`src/rtl/fpu_addsub_param_if.sv`:
```
// Operand/result handshake bundle for fpu_addsub_param.
// The master drives operands and out_ready; the slave (the adder) returns results and flags.
interface fpu_addsub_param_if #(
    parameter int EW = 7,
    parameter int MW = 15
) ();
    logic                 in_valid;
    logic                 in_ready;
    logic                 op;
    logic signed [EW-1:0] a_e;
    logic signed [EW-1:0] b_e;
    logic        [MW-1:0] a_m;
    logic        [MW-1:0] b_m;
    logic                 out_valid;
    logic                 out_ready;
    logic signed [EW-1:0] res_e;
    logic        [MW-1:0] res_m;
    logic                 res_neg;
    logic                 ovf;
    logic                 unf;

    modport master (
        output in_valid, op, a_e, b_e, a_m, b_m, out_ready,
        input  in_ready, out_valid, res_e, res_m, res_neg, ovf, unf
    );

    modport slave (
        input  in_valid, op, a_e, b_e, a_m, b_m, out_ready,
        output in_ready, out_valid, res_e, res_m, res_neg, ovf, unf
    );
endinterface

```
`src/rtl/fpu_addsub_param.sv`:
```
// Multi-cycle sign-magnitude floating add/subtract: EXP, ALIGN, ARITH, NORM, then DONE until taken.
// Optional macro FPU_ZERO_BYPASS_EN treats a zero mantissa as exact zero and forwards the other operand.
module fpu_addsub_param #(
    parameter int EW = 7,
    parameter int MW = 15
) (
    input logic               clk,
    input logic               reset,
    fpu_addsub_param_if.slave bus
);
    localparam int SW = $clog2(MW + 2);
    localparam logic signed [EW-1:0] E_MAX   = {1'b0, {(EW-1){1'b1}}};
    localparam logic signed [EW-1:0] E_MIN   = {1'b1, {(EW-1){1'b0}}};
    localparam logic signed [EW+1:0] E_MIN_X = {{3{1'b1}}, {(EW-1){1'b0}}};
    localparam logic [EW:0]          D_CAP   = (EW+1)'(MW + 1);
    localparam logic [SW-1:0]        SH_CAP  = SW'(MW + 1);

    typedef enum logic [2:0] {IDLE, EXP, ALIGN, ARITH, NORM, DONE} state_t;

    state_t state;
    state_t state_nxt;

    function automatic logic [SW-1:0] lead_zeros(input logic [MW-1:0] v);
        lead_zeros = SW'(MW);
        for (int i = 0; i < MW; i++)
            if (v[i]) lead_zeros = SW'(MW - 1 - i);
    endfunction

    // Saturating exponent increment: returns {overflow, new exponent}.
    function automatic logic [EW:0] exp_inc_sat(input logic signed [EW-1:0] e);
        if (e == E_MAX) exp_inc_sat = {1'b1, E_MAX};
        else            exp_inc_sat = {1'b0, EW'(e + 1)};
    endfunction

    logic                 accept;
    logic                 op_q;
    logic signed [EW-1:0] a_e_q;
    logic signed [EW-1:0] b_e_q;
    logic        [MW-1:0] a_m_q;
    logic        [MW-1:0] b_m_q;

    logic                 a_big_p0;
    logic signed [EW-1:0] e_r_p0;
    logic        [SW-1:0] sh_p0;
    logic        [MW-1:0] a_al_p1;
    logic        [MW-1:0] b_al_p1;
    logic        [MW+1:0] mag_p2;
    logic                 neg_p2;

    logic signed [EW-1:0] res_e_q;
    logic        [MW-1:0] res_m_q;
    logic                 res_neg_q;
    logic                 ovf_q;
    logic                 unf_q;

    assign accept        = bus.in_valid && bus.in_ready;
    assign bus.in_ready  = (state == IDLE);
    assign bus.out_valid = (state == DONE);
    assign bus.res_e     = res_e_q;
    assign bus.res_m     = res_m_q;
    assign bus.res_neg   = res_neg_q;
    assign bus.ovf       = ovf_q;
    assign bus.unf       = unf_q;

    always_ff @(posedge clk) begin
        if (reset) state <= IDLE;
        else       state <= state_nxt;
    end

    always_comb begin
        state_nxt = state;
        case (state)
            IDLE:    if (bus.in_valid) state_nxt = EXP;
            EXP:     state_nxt = ALIGN;
            ALIGN:   state_nxt = ARITH;
            ARITH:   state_nxt = NORM;
            NORM:    state_nxt = DONE;
            DONE:    if (bus.out_ready) state_nxt = IDLE;
            default: state_nxt = IDLE;
        endcase
    end

    // EXP: exponent difference at EW+1 bits, capped shift distance
    logic signed [EW:0]   d;
    logic        [EW:0]   d_abs;
    logic        [SW-1:0] sh;

    assign d     = {a_e_q[EW-1], a_e_q} - {b_e_q[EW-1], b_e_q};
    assign d_abs = d[EW] ? -d : d;
    assign sh    = (d_abs > D_CAP) ? SH_CAP : SW'(d_abs);

    // ARITH: a_aligned +/- b_aligned, magnitude plus sign
    logic [MW+1:0] a_x;
    logic [MW+1:0] b_x;
    logic [MW+1:0] raw;
    logic [MW+1:0] mag;
    logic          neg;

    assign a_x = {2'b00, a_al_p1};
    assign b_x = {2'b00, b_al_p1};
    assign raw = op_q ? (a_x - b_x) : (a_x + b_x);
    assign neg = op_q & raw[MW+1];
    assign mag = neg ? -raw : raw;

    always_ff @(posedge clk) begin
        if (accept) begin
            op_q  <= bus.op;
            a_e_q <= bus.a_e;
            b_e_q <= bus.b_e;
            a_m_q <= bus.a_m;
            b_m_q <= bus.b_m;
        end
        if (state == EXP) begin
            a_big_p0 <= !d[EW];
            e_r_p0   <= d[EW] ? b_e_q : a_e_q;
            sh_p0    <= sh;
        end
        if (state == ALIGN) begin
            a_al_p1 <= a_big_p0 ? a_m_q : (a_m_q >> sh_p0);
            b_al_p1 <= a_big_p0 ? (b_m_q >> sh_p0) : b_m_q;
        end
        if (state == ARITH) begin
            mag_p2 <= mag;
            neg_p2 <= neg;
        end
    end

    // NORM: carry shift-right or leading-zero shift-left, with exponent range checks
    logic        [SW-1:0] lz;
    logic signed [EW+1:0] e_norm;
    logic        [EW:0]   inc;
    logic signed [EW-1:0] n_e;
    logic        [MW-1:0] n_m;
    logic                 n_neg;
    logic                 n_ovf;
    logic                 n_unf;

    assign lz     = lead_zeros(mag_p2[MW-1:0]);
    assign e_norm = {{2{e_r_p0[EW-1]}}, e_r_p0} - (EW+2)'(lz);
    assign inc    = exp_inc_sat(e_r_p0);

    always_comb begin
        n_e   = E_MIN;
        n_m   = '0;
        n_neg = 1'b0;
        n_ovf = 1'b0;
        n_unf = 1'b0;
        if (mag_p2[MW]) begin
            n_ovf = inc[EW];
            n_e   = inc[EW-1:0];
            n_m   = inc[EW] ? '1 : mag_p2[MW:1];
            n_neg = neg_p2;
        end else if (mag_p2 != '0) begin
            if (e_norm < E_MIN_X) begin
                n_unf = 1'b1;
            end else begin
                n_e   = e_norm[EW-1:0];
                n_m   = mag_p2[MW-1:0] << lz;
                n_neg = neg_p2;
            end
        end
`ifdef FPU_ZERO_BYPASS_EN
        if (a_m_q == '0 || b_m_q == '0) begin
            n_e   = E_MIN;
            n_m   = '0;
            n_neg = 1'b0;
            n_ovf = 1'b0;
            n_unf = 1'b0;
            if (a_m_q != '0) begin
                n_e = a_e_q;
                n_m = a_m_q;
            end else if (b_m_q != '0) begin
                n_e   = b_e_q;
                n_m   = b_m_q;
                n_neg = op_q;
            end
        end
`else
        // Zero mantissas flow through the arithmetic path unchanged.
`endif
    end

    always_ff @(posedge clk) begin
        if (reset) begin
            res_e_q   <= '0;
            res_m_q   <= '0;
            res_neg_q <= 1'b0;
            ovf_q     <= 1'b0;
            unf_q     <= 1'b0;
        end else if (accept) begin
            res_neg_q <= 1'b0;
            ovf_q     <= 1'b0;
            unf_q     <= 1'b0;
        end else if (state == NORM) begin
            res_e_q   <= n_e;
            res_m_q   <= n_m;
            res_neg_q <= n_neg;
            ovf_q     <= n_ovf;
            unf_q     <= n_unf;
        end
    end
endmodule
```
`src/flat_wrapper.sv`:
```
// flat-port wrapper written by rule: the top's interface ports become plain ports
module fpu_addsub_param_flat 
#(
    parameter int EW = 7,
    parameter int MW = 15
)
  (clk, reset, bus_in_valid, bus_op, bus_a_e, bus_b_e, bus_a_m, bus_b_m, bus_out_ready, bus_in_ready, bus_out_valid, bus_res_e, bus_res_m, bus_res_neg, bus_ovf, bus_unf);
  fpu_addsub_param_if #(.EW(EW), .MW(MW)) bus_i ();
  input logic clk;
  input logic reset;
  input wire logic [$bits(bus_i.in_valid)-1:0] bus_in_valid;
  input wire logic [$bits(bus_i.op)-1:0] bus_op;
  input wire logic [$bits(bus_i.a_e)-1:0] bus_a_e;
  input wire logic [$bits(bus_i.b_e)-1:0] bus_b_e;
  input wire logic [$bits(bus_i.a_m)-1:0] bus_a_m;
  input wire logic [$bits(bus_i.b_m)-1:0] bus_b_m;
  input wire logic [$bits(bus_i.out_ready)-1:0] bus_out_ready;
  output wire logic [$bits(bus_i.in_ready)-1:0] bus_in_ready;
  output wire logic [$bits(bus_i.out_valid)-1:0] bus_out_valid;
  output wire logic [$bits(bus_i.res_e)-1:0] bus_res_e;
  output wire logic [$bits(bus_i.res_m)-1:0] bus_res_m;
  output wire logic [$bits(bus_i.res_neg)-1:0] bus_res_neg;
  output wire logic [$bits(bus_i.ovf)-1:0] bus_ovf;
  output wire logic [$bits(bus_i.unf)-1:0] bus_unf;
  assign bus_i.in_valid = bus_in_valid;
  assign bus_i.op = bus_op;
  assign bus_i.a_e = bus_a_e;
  assign bus_i.b_e = bus_b_e;
  assign bus_i.a_m = bus_a_m;
  assign bus_i.b_m = bus_b_m;
  assign bus_i.out_ready = bus_out_ready;
  assign bus_in_ready = bus_i.in_ready;
  assign bus_out_valid = bus_i.out_valid;
  assign bus_res_e = bus_i.res_e;
  assign bus_res_m = bus_i.res_m;
  assign bus_res_neg = bus_i.res_neg;
  assign bus_ovf = bus_i.ovf;
  assign bus_unf = bus_i.unf;
  fpu_addsub_param #(.EW(EW), .MW(MW)) u_core (.clk(clk), .reset(reset), .bus(bus_i));
endmodule
```
`config.mk`:
```
export PLATFORM = sky130hd
export DESIGN_NAME = fpu_addsub_param_flat
export DESIGN_NICKNAME = d
export VERILOG_FILES = /design/src/rtl/fpu_addsub_param_if.sv /design/src/rtl/fpu_addsub_param.sv /design/src/flat_wrapper.sv
export SDC_FILE = /design/constraint.sdc
export NUM_CORES = 1
export LEC_CHECK = 0
export CORE_MARGIN = 4
export CORE_UTILIZATION = 40
export CTS_CLUSTER_SIZE = 24
export DETAILED_ROUTE_END_ITERATION = 12
export PLACE_DENSITY_LB_ADDON = 0.12
export SETUP_SLACK_MARGIN = 0.4
export SYNTH_ARGS = -nofsm -noshare
export SYNTH_HDL_FRONTEND = slang
export SYNTH_SLANG_ARGS = --single-unit
```
`constraint.sdc`:
```
create_clock -name clk -period 11.3 [get_ports clk]
set_clock_uncertainty 0.2 [all_clocks]
set_input_delay 1.695 -clock clk [delete_from_list [all_inputs] [get_ports clk]]
set_output_delay 1.695 -clock clk [all_outputs]
set_load 0.05 [all_outputs]
```
==> impl_metrics.prom <==
# TYPE chip_impl_metric gauge
chip_impl_info{name="outcome",value="complete, no violations"} 1
chip_impl_metric{name="cts.hold.buffers_added",unit=""} 0
chip_impl_metric{name="synth-warning-count",unit=""} 0
chip_impl_metric{name="first_drt_pass_iteration_count",unit=""} 5
chip_impl_metric{name="route.vias.total",unit=""} 7737
chip_impl_metric{name="route.detailed.wl_per_inst",unit="um"} 17.30
chip_impl_metric{name="layout-drive-gt1-share",unit=""} 0.08123
chip_impl_metric{name="number_of_enable_type_register_cells_in_the_synthesized_netlist",unit=""} 106
chip_impl_metric{name="synth_top_area_frac",unit=""} 0.3364
chip_impl_metric{name="worst_pin_slew",unit="ns"} 1.045
chip_impl_metric{name="critPathArrivalTime",unit="ns"} 4.75
chip_impl_metric{name="synthCells",unit=""} 1012
chip_impl_metric{name="htree_num_levels",unit=""} 4
chip_impl_info{name="layout.cells.most_common",value="edfxtp_1"} 1
chip_impl_metric{name="total_grt_usage",unit=""} 0.1843
chip_impl_metric{name="maxCapViolations",unit=""} 0
chip_impl_metric{name="buffer_ports.inserted",unit=""} 75
chip_impl_metric{name="post_cts_resized",unit=""} 0
chip_impl_metric{name="worst_setup_hold_path_clk_slew",unit="ns"} 0.06
chip_impl_metric{name="synth_seq_area_share",unit=""} 0.3956
chip_impl_metric{name="vias_per_cell",unit=""} 5.566
chip_impl_info{name="worst-setup-path-type",value="reg2reg"} 1
chip_impl_metric{name="setup_violators_final",unit=""} 0
chip_impl_metric{name="area_growth",unit="%"} 17.02
chip_impl_metric{name="max_freq",unit="MHz"} 216.9
chip_impl_metric{name="pin_count_of_the_biggest_net_entering_global_routing",unit=""} 47
chip_impl_info{name="crit_family",value="compound AO/OA/AOI/OAI gates"} 1
chip_impl_info{name="worstPathCellList",value="nand2b_1 -> a21oi_1 -> o31a_1 -> a21oi_2 -> nor2_2 -> ha_1 -> fa_1 -> nor2b_1 -> o21ai_0 -> a21oi_1 -> a31oi_1 -> o211ai_1 -> nor2_1 -> nand2_1 -> o221ai_1"} 1
chip_impl_metric{name="timing.critical_path.slowest_cell_delay",unit="ns"} 0.56
chip_impl_metric{name="clk-insertion-delay-late",unit="ns"} 0.42
chip_impl_metric{name="layout_min_cycle_time",unit="ns"} 4.610
chip_impl_metric{name="antenna_violating_nets_post_route",unit=""} 0
chip_impl_metric{name="place_worst_setup_slack",unit="ns"} 6.790
chip_impl_metric{name="maxSlewViolCount",unit=""} 0
chip_impl_metric{name="vias_in_the_first_global_route",unit=""} 7556
chip_impl_metric{name="gpl.final_weighted_congestion",unit=""} 0.8554
chip_impl_metric{name="antenna_cells",unit=""} 0
chip_impl_info{name="setup.worst_path.start_class",value="flip-flop"} 1
chip_impl_metric{name="die_w",unit="um"} 161.8
chip_impl_metric{name="routed_wirelength",unit="um"} 24040
chip_impl_metric{name="syn_nets",unit=""} 1111
chip_impl_metric{name="power.leakage",unit="uW"} 0.004096
chip_impl_metric{name="cp.required",unit="ns"} 11.44
chip_impl_metric{name="critical_path.n_buffers_inverters",unit=""} 0
chip_impl_info{name="clock_tree.root_cell",value="clkbuf_16"} 1
chip_impl_metric{name="drtIter0Drc",unit=""} 512
chip_impl_metric{name="drcViolationCount",unit=""} 0
chip_impl_info{name="worstHoldPathType",value="reg2reg"} 1
chip_impl_metric{name="async_reset_ff_frac",unit=""} 0
chip_impl_metric{name="setup_tns",unit="ns"} 0
chip_impl_metric{name="total_power",unit="uW"} 1699
chip_impl_metric{name="hold_slack",unit="ns"} 0.2487
chip_impl_metric{name="final_net_count",unit=""} 1157
chip_impl_metric{name="dp_hpwl",unit="um"} 18420
chip_impl_metric{name="floorplan.die_area",unit="mm2"} 0.02618
chip_impl_metric{name="finalHoldViolCount",unit=""} 0
chip_impl_metric{name="worst_slack",unit="ns"} 6.690
chip_impl_metric{name="powerDensity",unit="mW/mm2"} 153.4
chip_impl_info{name="layout_common_cells",value="106 x edfxtp_1, 93 x nor2_1, 76 x nand2_1"} 1
chip_impl_info{name="cp-end-kind",value="flip-flop"} 1
chip_impl_metric{name="cts-root-to-sink-buffers",unit=""} 2
chip_impl_info{name="synth_top_cell_by_area",value="edfxtp_1"} 1
chip_impl_metric{name="grt_total_ovfl",unit=""} 0
chip_impl_info{name="path_common_cell",value="a21oi_1"} 1
chip_impl_metric{name="initial_utilization",unit=""} 0.4044
chip_impl_metric{name="synth_area_per_cell",unit="um2"} 9.351
chip_impl_metric{name="ys_ff_latch",unit=""} 134
chip_impl_metric{name="synth.distinct_cells",unit=""} 82
chip_impl_info{name="cp_slowest_cell",value="nor2_2"} 1
chip_impl_info{name="cts_tree",value="yes"} 1
chip_impl_metric{name="coreArea",unit="mm2"} 0.02340
chip_impl_metric{name="layout_worst_path_cycle_share",unit=""} 0.4080
chip_impl_info{name="synth_flop_cell",value="edfxtp_1"} 1
chip_impl_metric{name="cts_sinks",unit=""} 134
chip_impl_metric{name="grt_first_pass_wirelength",unit="um"} 39250
chip_impl_metric{name="die_h",unit="um"} 161.8
chip_impl_info{name="synth.area.top_cells",value="edfxtp_1 34%, ha_1 6.1%, dfxtp_1 5.9%"} 1
chip_impl_info{name="rsz0062_at_grt",value="no"} 1
chip_impl_metric{name="numCtsBuffers",unit=""} 17
chip_impl_metric{name="critical_path.max_fanout",unit=""} 13
chip_impl_metric{name="antenna_violations_before_repair",unit=""} 0
chip_impl_metric{name="row_count",unit=""} 56
chip_impl_metric{name="vdd_ir_drop_max",unit="V"} 0.0001234
chip_impl_metric{name="design.portCount",unit=""} 76
chip_impl_metric{name="slew_headroom",unit=""} 0.3030
chip_impl_metric{name="syn_area",unit="mm2"} 0.009463
chip_impl_metric{name="cts_post_setup_buffers_inserted",unit=""} 0
[layout make-up]
type / instances / area, um2
Clock inverter: 15 / 200.2
Tap cell: 319 / 399.1
Sequential cell: 134 / 3744
Clock buffer: 17 / 425.4
Timing Repair Buffer: 86 / 833.3
Inverter: 70 / 262.8
Fill cell: 2282 / 12330
Multi-Input combinational cell: 749 / 5209
[registers in the layout, indices dropped and copies added, names as in the netlist, 3 cells and up]
signal,flops
u_core.bus.res_m,15
u_core.mag_p2,17
u_core.b_e_q,7
u_core.b_al_p1,15
u_core.a_e_q,7
u_core.b_m_q,15
u_core.a_al_p1,15
u_core.e_r_p0,7
u_core.a_m_q,15
u_core.bus.res_e,7
u_core.state,3
u_core.sh_p0,5
[where the power goes]
part | switching [uW] | internal, uW
clock network | 221 | 371
logic | 279 | 196
registers | 38.3 | 594
total | 538 | 1160
[layer usage]
metal | vias up | track usage | routed length (um)
met1 | 3667 | 0.2380 | 10640
li1 | 3863 | - | -
met2 | 172 | 0.3208 | 12030
met4 | 0 | 0.05113 | 516
met3 | 35 | 0.03096 | 850
met5 | - | 0 | 0
[cell usage after synthesis, types with 22 or more instances]
cell	count
a21oi_1	53
a31oi_1	22
clkbuf_1	48
dfxtp_1	28
edfxtp_1	106
ha_1	46
inv_1	67
mux2i_1	30
nand2_1	76
nand3_1	22
nor2_1	93
nor3_1	23
o21ai_0	74
xnor2_1	23
[kinds of logic (layout without fill, tap and decap cells)]
family / Yosys count / count (layout) / synth area share
muxes: 49 / 49 / 0.06981
buffers and inverters: 129 / 188 / 0.05461
AOI/OAI and AO/OA: 305 / 305 / 0.2191
DFF: 134 / 134 / 0.3956
and+or+nand+nor: 307 / 307 / 0.1564
xor gates and xnor gates: 38 / 38 / 0.03517
adders and majority gates: 50 / 50 / 0.06928
[worst reg2reg max path: cells and delay by family, from the launching register on]
kind | cells | cell delay (ns)
compound gates | 8 | 2.04
flops | 1 | 0.52
simple gates | 5 | 1.27
fa+ha+maj | 2 | 0.50
[final timing paths]
check / slack (ns) / endpoint / cells past startpoint / from
worst max-delay path: 6.69 / u_core.bus.res_m[8] / 15 / u_core.mag_p2[8]
worst min-delay path: 0.25 / u_core.bus.ovf / 2 / u_core.bus.ovf
worst max register to register: 6.69 / u_core.bus.res_m[8] / 15 / u_core.mag_p2[8]
worst min register to register: 0.25 / u_core.bus.ovf / 2 / u_core.bus.ovf
[per-stage QoR]
step / std cells / util / area [um2]
floorplan: 1012 / - / 9463
global placement: 1358 / 0.4464 / 10450
CTS: 1390 / 0.4732 / 11070
detailed placement: 1358 / 0.4464 / 10450
global route: 1390 / 0.4732 / 11070
finish: 1390 / 0.4732 / 11070
No activity file was read; power rests on OpenSTA's default activity.
